<file path="config.mk">
export PLATFORM = sky130hd
export DESIGN_NAME = hdb3_tx_ctrl
export DESIGN_NICKNAME = d
export VERILOG_FILES = /design/src/rtl/hdb3_pkg.sv /design/src/rtl/hdb3_rr_arb.sv /design/src/rtl/hdb3_tx_ctrl.sv
export SDC_FILE = /design/constraint.sdc
export NUM_CORES = 1
export LEC_CHECK = 0
export BUFFER_PORTS_ARGS = -buffer_cell sky130_fd_sc_hd__buf_2
export CAP_MARGIN = 10
export CORE_UTILIZATION = 30
export DETAILED_ROUTE_END_ITERATION = 8
export REMOVE_ABC_BUFFERS = 1
export SYNTH_ARGS = -nofsm -noshare
export SYNTH_HDL_FRONTEND = slang
export SYNTH_SLANG_ARGS = --single-unit
</file>
<file path="constraint.sdc">
create_clock -name clk -period 4.3 [get_ports clk]
set_input_delay 1.29 -clock clk [delete_from_list [all_inputs] [get_ports clk]]
set_output_delay 1.29 -clock clk [all_outputs]
set_load 0.02 [all_outputs]
</file>
<file path="src/rtl/hdb3_pkg.sv">
// hdb3_pkg: shared FSM state encoding and default timing constants for the
// HDB3 transmit controller.
package hdb3_pkg;

    // Controller phases: wait for a requester, wait for a byte, serialise,
    // pad with zeros, then hold the encoder idle between frames.
    typedef enum logic [2:0] {
        ST_IDLE  = 3'd0,
        ST_LOAD  = 3'd1,
        ST_SHIFT = 3'd2,
        ST_FLUSH = 3'd3,
        ST_GAP   = 3'd4
    } state_e;

    localparam int DEF_FLUSH_BITS = 4;
    localparam int DEF_GAP_CYCLES = 8;
    localparam int DEF_TIMEOUT    = 64;

endpackage

</file>
<file path="src/rtl/hdb3_rr_arb.sv">
// hdb3_rr_arb: two-way round-robin grant with a last-granted pointer.
// The pointer resets to requester 1 so requester 0 wins the first tie.
module hdb3_rr_arb (
    input  logic       clk,
    input  logic       rst_n,
    input  logic [1:0] req,
    input  logic       take,
    output logic       gnt
);

    logic ptr_q;
    logic ptr_d;

    // Winner selection: on a tie favour whoever was not granted last.
    always_comb begin
        if (req == 2'b11) begin
            gnt = ~ptr_q;
        end else begin
            gnt = req[1];
        end
        ptr_d = take ? gnt : ptr_q;
    end

    // Last-granted pointer, updated only when the grant is actually taken.
    always_ff @(posedge clk or negedge rst_n) begin
        if (!rst_n) begin
            ptr_q <= 1'b1;
        end else begin
            ptr_q <= ptr_d;
        end
    end

endmodule

</file>
<file path="src/rtl/hdb3_tx_ctrl.sv">
// hdb3_tx_ctrl: arbitrates two byte-stream requesters and serialises each
// frame MSB first into an HDB3 encoder, followed by flush zeros and an idle
// gap. Define HDB3_TX_TIMEOUT_EN to enable the underrun watchdog in LOAD.
module hdb3_tx_ctrl
    import hdb3_pkg::*;
#(
    parameter int FLUSH_BITS = DEF_FLUSH_BITS,
    parameter int GAP_CYCLES = DEF_GAP_CYCLES,
    parameter int TIMEOUT    = DEF_TIMEOUT
) (
    input  logic        clk,
    input  logic        rst_n,
    input  logic [1:0]  req_valid,
    input  logic [15:0] req_data,
    input  logic [1:0]  req_last,
    output logic [1:0]  req_ready,
    output logic        enc_data,
    output logic        enc_en,
    output logic        busy,
    output logic        gnt_id,
    output logic        frame_done,
    output logic        err_timeout
);

    localparam logic [7:0] FLUSH_LAST = 8'(FLUSH_BITS - 1);
    localparam logic [7:0] GAP_LAST   = 8'(GAP_CYCLES - 1);

    state_e      state_q, state_d;
    logic [2:0]  bit_q, bit_d;
    logic [7:0]  cnt_q, cnt_d;
    logic [7:0]  byte_q, byte_d;
    logic        last_q, last_d;
    logic        gnt_q, gnt_d;

    logic [1:0]  req_ready_q, req_ready_d;
    logic        enc_data_q, enc_data_d;
    logic        enc_en_q, enc_en_d;
    logic        busy_q, busy_d;
    logic        frame_done_q, frame_done_d;

    logic        arb_gnt;
    logic        arb_take;

`ifdef HDB3_TX_TIMEOUT_EN
    localparam logic [15:0] TIMEOUT_LAST = 16'(TIMEOUT - 1);
    logic [15:0] wait_q, wait_d;
    logic        err_timeout_q, err_timeout_d;
`endif

    hdb3_rr_arb u_arb (
        .clk   (clk),
        .rst_n (rst_n),
        .req   (req_valid),
        .take  (arb_take),
        .gnt   (arb_gnt)
    );

    // Next-state logic, then output decode from the next state so every
    // output leaves a flop and reflects the phase of the current cycle.
    always_comb begin
        // NOTE: every variable gets a default first so no latch is inferred.
        state_d  = state_q;
        bit_d    = bit_q;
        cnt_d    = cnt_q;
        byte_d   = byte_q;
        last_d   = last_q;
        gnt_d    = gnt_q;
        arb_take = 1'b0;
`ifdef HDB3_TX_TIMEOUT_EN
        wait_d        = wait_q;
        err_timeout_d = 1'b0;
`endif

        case (state_q)
            ST_IDLE: begin
                if (req_valid != 2'b00) begin
                    gnt_d    = arb_gnt;
                    arb_take = 1'b1;
                    state_d  = ST_LOAD;
`ifdef HDB3_TX_TIMEOUT_EN
                    wait_d   = '0;
`endif
                end
            end
            ST_LOAD: begin
                if (req_valid[gnt_q]) begin
                    byte_d  = gnt_q ? req_data[15:8] : req_data[7:0];
                    last_d  = req_last[gnt_q];
                    bit_d   = 3'd0;
                    state_d = ST_SHIFT;
                end
`ifdef HDB3_TX_TIMEOUT_EN
                else if (wait_q == TIMEOUT_LAST) begin
                    err_timeout_d = 1'b1;
                    cnt_d         = '0;
                    state_d       = ST_FLUSH;
                end else begin
                    wait_d = wait_q + 16'd1;
                end
`endif
            end
            ST_SHIFT: begin
                if (bit_q == 3'd7) begin
                    if (last_q) begin
                        cnt_d   = '0;
                        state_d = ST_FLUSH;
                    end else if (req_valid[gnt_q]) begin
                        // Reload on the final bit keeps the stream contiguous.
                        byte_d = gnt_q ? req_data[15:8] : req_data[7:0];
                        last_d = req_last[gnt_q];
                        bit_d  = 3'd0;
                    end else begin
                        state_d = ST_LOAD;
`ifdef HDB3_TX_TIMEOUT_EN
                        wait_d  = '0;
`endif
                    end
                end else begin
                    bit_d = bit_q + 3'd1;
                end
            end
            ST_FLUSH: begin
                if (cnt_q == FLUSH_LAST) begin
                    cnt_d   = '0;
                    state_d = ST_GAP;
                end else begin
                    cnt_d = cnt_q + 8'd1;
                end
            end
            ST_GAP: begin
                if (cnt_q == GAP_LAST) begin
                    state_d = ST_IDLE;
                end else begin
                    cnt_d = cnt_q + 8'd1;
                end
            end
            default: state_d = ST_IDLE;
        endcase

        busy_d       = (state_d != ST_IDLE);
        enc_en_d     = (state_d == ST_SHIFT) || (state_d == ST_FLUSH);
        enc_data_d   = (state_d == ST_SHIFT) ? byte_d[3'd7 - bit_d] : 1'b0;
        frame_done_d = (state_d == ST_GAP) && (cnt_d == GAP_LAST);
        req_ready_d  = 2'b00;
        if ((state_d == ST_LOAD) ||
            ((state_d == ST_SHIFT) && (bit_d == 3'd7) && !last_d)) begin
            req_ready_d[gnt_d] = 1'b1;
        end
    end

    // State, datapath and registered outputs.
    always_ff @(posedge clk or negedge rst_n) begin
        // NOTE: non-blocking assignments so every flop samples pre-edge values.
        if (!rst_n) begin
            // NOTE: the byte register is reset too, so a reset mid-frame leaves no stale data.
            state_q      <= ST_IDLE;
            bit_q        <= '0;
            cnt_q        <= '0;
            byte_q       <= '0;
            last_q       <= 1'b0;
            gnt_q        <= 1'b0;
            req_ready_q  <= '0;
            enc_data_q   <= 1'b0;
            enc_en_q     <= 1'b0;
            busy_q       <= 1'b0;
            frame_done_q <= 1'b0;
        end else begin
            state_q      <= state_d;
            bit_q        <= bit_d;
            cnt_q        <= cnt_d;
            byte_q       <= byte_d;
            last_q       <= last_d;
            gnt_q        <= gnt_d;
            req_ready_q  <= req_ready_d;
            enc_data_q   <= enc_data_d;
            enc_en_q     <= enc_en_d;
            busy_q       <= busy_d;
            frame_done_q <= frame_done_d;
        end
    end

`ifdef HDB3_TX_TIMEOUT_EN
    // Underrun watchdog counter and its abort pulse.
    always_ff @(posedge clk or negedge rst_n) begin
        if (!rst_n) begin
            wait_q        <= '0;
            err_timeout_q <= 1'b0;
        end else begin
            wait_q        <= wait_d;
            err_timeout_q <= err_timeout_d;
        end
    end
    assign err_timeout = err_timeout_q;
`else
    assign err_timeout = 1'b0;
`endif

    assign req_ready  = req_ready_q;
    assign enc_data   = enc_data_q;
    assign enc_en     = enc_en_q;
    assign busy       = busy_q;
    assign gnt_id     = gnt_q;
    assign frame_done = frame_done_q;

endmodule

</file>
==> impl_metrics.toml <==
[setup_path]
cp_max_fo = 19
critPathRequiredTime_ns = 4.49
crit_type = "input pin to register"
critPathCaptureType = "register"
critPathLaunchType = "input pin"
crit_arrival_ns = 2.91

[clock_tree]
htreeDepth = 2
path_clk_slew_ns = 0.06
cts_resized = 0
postCtsSetupBuffers = 0
cts.sinks = 31
worstSkewPairLatency_ns = 0.28
cts.path.max_buffers = 2
clockRootBuffer = "clkbuf_8"
numCtsBuffers = 5
cts_tree = "built"
hold_buffers = 0

[grt]
overflow = 0
grt_pass1_wl_mm = 6.368
antenna_found_initial = 0
grt_max_degree = 32
grt_use_total_pct = 12.26
grt_pass1_vias = 1383

[timing]
setup_tns_ns = 0
finalClockSkew_ns = 0.004375
setup_viol = 0
layout_min_cycle_time_ns = 2.719
rsz0062_at_grt = "false"
tightest_slew_ns = 0.6903
fmax_mhz = 367.7
slew_headroom_pct = 53.98
drv_slew = 0
period_share_pct = 63.24
hold_violations = 0

[cells_and_area]
nNetsFinal = 247
drive_gt1_share_pct = 26.46
fin_util_pct = 35.20
antennaDiodeCount = 0
final_cells = 300
syn_to_final_growth_pct = 13.48
num-fill-cells = 642

[yosys]
yosys.area.top_type = "dfrtp_1"
ys_ff_latch = 31
synth_top_cell_area_share_pct = 38.34
synth_cell_types = 66
seq_area_frac_synth_pct = 39.68
syn_inst = 194
async_flop_share_pct = 100.0
netlist_area_um2 = 1958
yosysWarnings = 0
synth_area_leaders = "dfrtp_1 (38%), a21oi_1 (4.6%), mux2i_1 (4.6%)"
synth_ff_type = "dfrtp_1"
synth_edf_count = 0
syn_area_per_cell_um2 = 10.09

[detailed_routing]
routedWlPerCell_um = 13.11
post-route-drc-count = 0
avgViaCountPerCell = 5.097
postRouteAntennaNets = 0
vias = 1529
drt_first_pass_iters = 5
routed_wl_mm = 3.933
drt_iter0_drc = 66

[place]
gp_congestion = 0.7554
numPortBuffers = 28
place_hpwl_mm = 2.835
dp.cells = 292

[power_and_ir_drop]
max-vdd-ir-drop_uv = 314.8
power_density_nw_per_um2 = 693.1
leakagePower_nw = 0.9582
p_total_mw = 1.540

[hold_path]
hp-class = "register to register"

[run]
cap_violations = 0

[die]
core_um2 = 6314
row_count = 29
pin_count = 30
initial_core_util_pct = 31.01
die_h_um = 82.79
die_x_um = 82.79
dieArea_um2 = 6854

[status]
outcome = "finished clean"
where the power goes:
| part | internal, mW | switching [mW] | total [mW] | leakage [nW] |
|---|---|---|---|---|
| Clock | 0.113 | 0.106 | 0.219 | 0.0422 |
| Sequential | 0.408 | 0.146 | 0.554 | 0.380 |
| Combinational | 0.360 | 0.407 | 0.767 | 0.536 |
| Total | 0.881 | 0.659 | 1.54 | 0.958 |
sequential cells by signal, summed over array words and instances, names as in the netlist:
| register | cells |
|---|---|
| gnt_id | 1 |
| frame_done | 1 |
| last_q | 1 |
| busy | 1 |
| u_arb.ptr_q | 1 |
| state_q | 3 |
| byte_q | 8 |
| cnt_q | 8 |
| bit_q | 3 |
| req_ready | 2 |
| enc_en | 1 |
| enc_data | 1 |
placed cells by master (no fill, tap or decap), types with 2 or more instances in the layout:
cell type,n
o22a_2,2
buf_2,28
nand3b_1,4
o211ai_1,4
nor3_1,2
o31ai_1,3
dfrtp_1,30
mux2i_1,9
o41ai_1,2
a211oi_1,2
a221o_1,4
a31o_2,2
clkbuf_1,2
o211ai_2,2
a21o_1,2
clkbuf_8,5
nand2_1,14
o21ai_0,5
ha_1,3
nor3b_2,2
nand3_1,5
inv_1,8
or3_1,3
nand2b_1,4
nor2_1,16
a21oi_1,18
and2_1,4
cells in the mapped netlist, types with 4 or more instances:
library cell,n
and2_1,4
nand3b_1,4
nor2_1,16
o211ai_1,4
nand2_1,14
o21ai_0,5
a21oi_1,18
inv_1,8
a221o_1,4
mux2i_1,9
nand3_1,5
dfrtp_1,30
nand2b_1,4
worst paths after layout:
check	from	slack [ns]	to	cells after the start
min reg2reg	byte_q[5]	0.50	byte_q[5]	2
min in group asynchronous	rst_n	1.05	req_ready[1]	1
max	req_valid[1]	1.58	enc_data	7
max in group asynchronous	rst_n	2.81	cnt_q[1]	1
max reg2reg	bit_q[0]	1.80	enc_data	8
min	byte_q[5]	0.50	byte_q[5]	2
layout make-up:
class	count	area, µm²	area share [%]
Tap cell	77	96.34	4.336
Timing Repair Buffer	28	140.1	6.306
Inverter	8	30.03	1.351
Multi-Input combinational cell	148	1097	49.38
Clock inverter	1	5.005	0.2252
Clock buffer	7	76.32	3.435
Sequential cell	31	777.0	34.97
per-layer routing:
metal | GRT usage (%) | part of all wire (%) | up-vias
met5 | 0 | 0 | -
met4 | 5.345 | 2.4 | 0
met3 | 2.623 | 2.2 | 8
met2 | 19.18 | 45 | 21
met1 | 16.21 | 50 | 712
li1 | - | - | 788
through the flow:
step / hold WS (ns) / area [µm²] / worst slack (ns)
floorplan: 0.4495 / 1904 / 1.649
global placement: 0.4821 / 2141 / 1.326
detailed placement: 0.4921 / 2141 / 1.244
CTS: 0.5078 / 2222 / 1.567
global route: 0.5238 / 2222 / 1.426
finish: 0.5013 / 2222 / 1.581
critical path, cell delays in order:
cell	delay [ns]
buf_2	0.16
mux2i_4	0.13
a211oi_4	0.64
o32ai_1	0.24
nor2_1	0.15
o41ai_1	0.08
a211oi_1	0.22
logic make-up (layout without fill, tap and decap cells):
kind of cell | after synthesis | in the layout | synth area share, %
other | 1 | 1 | 0.1915
buffers and inverters | 15 | 44 | 4.281
and+or+nand+nor | 68 | 68 | 21.79
DFF | 31 | 31 | 39.68
AOI/OAI and AO/OA | 64 | 64 | 25.24
muxes | 12 | 12 | 6.901
adders and majority gates | 3 | 3 | 1.917
Power figures use the tool's default switching activity.
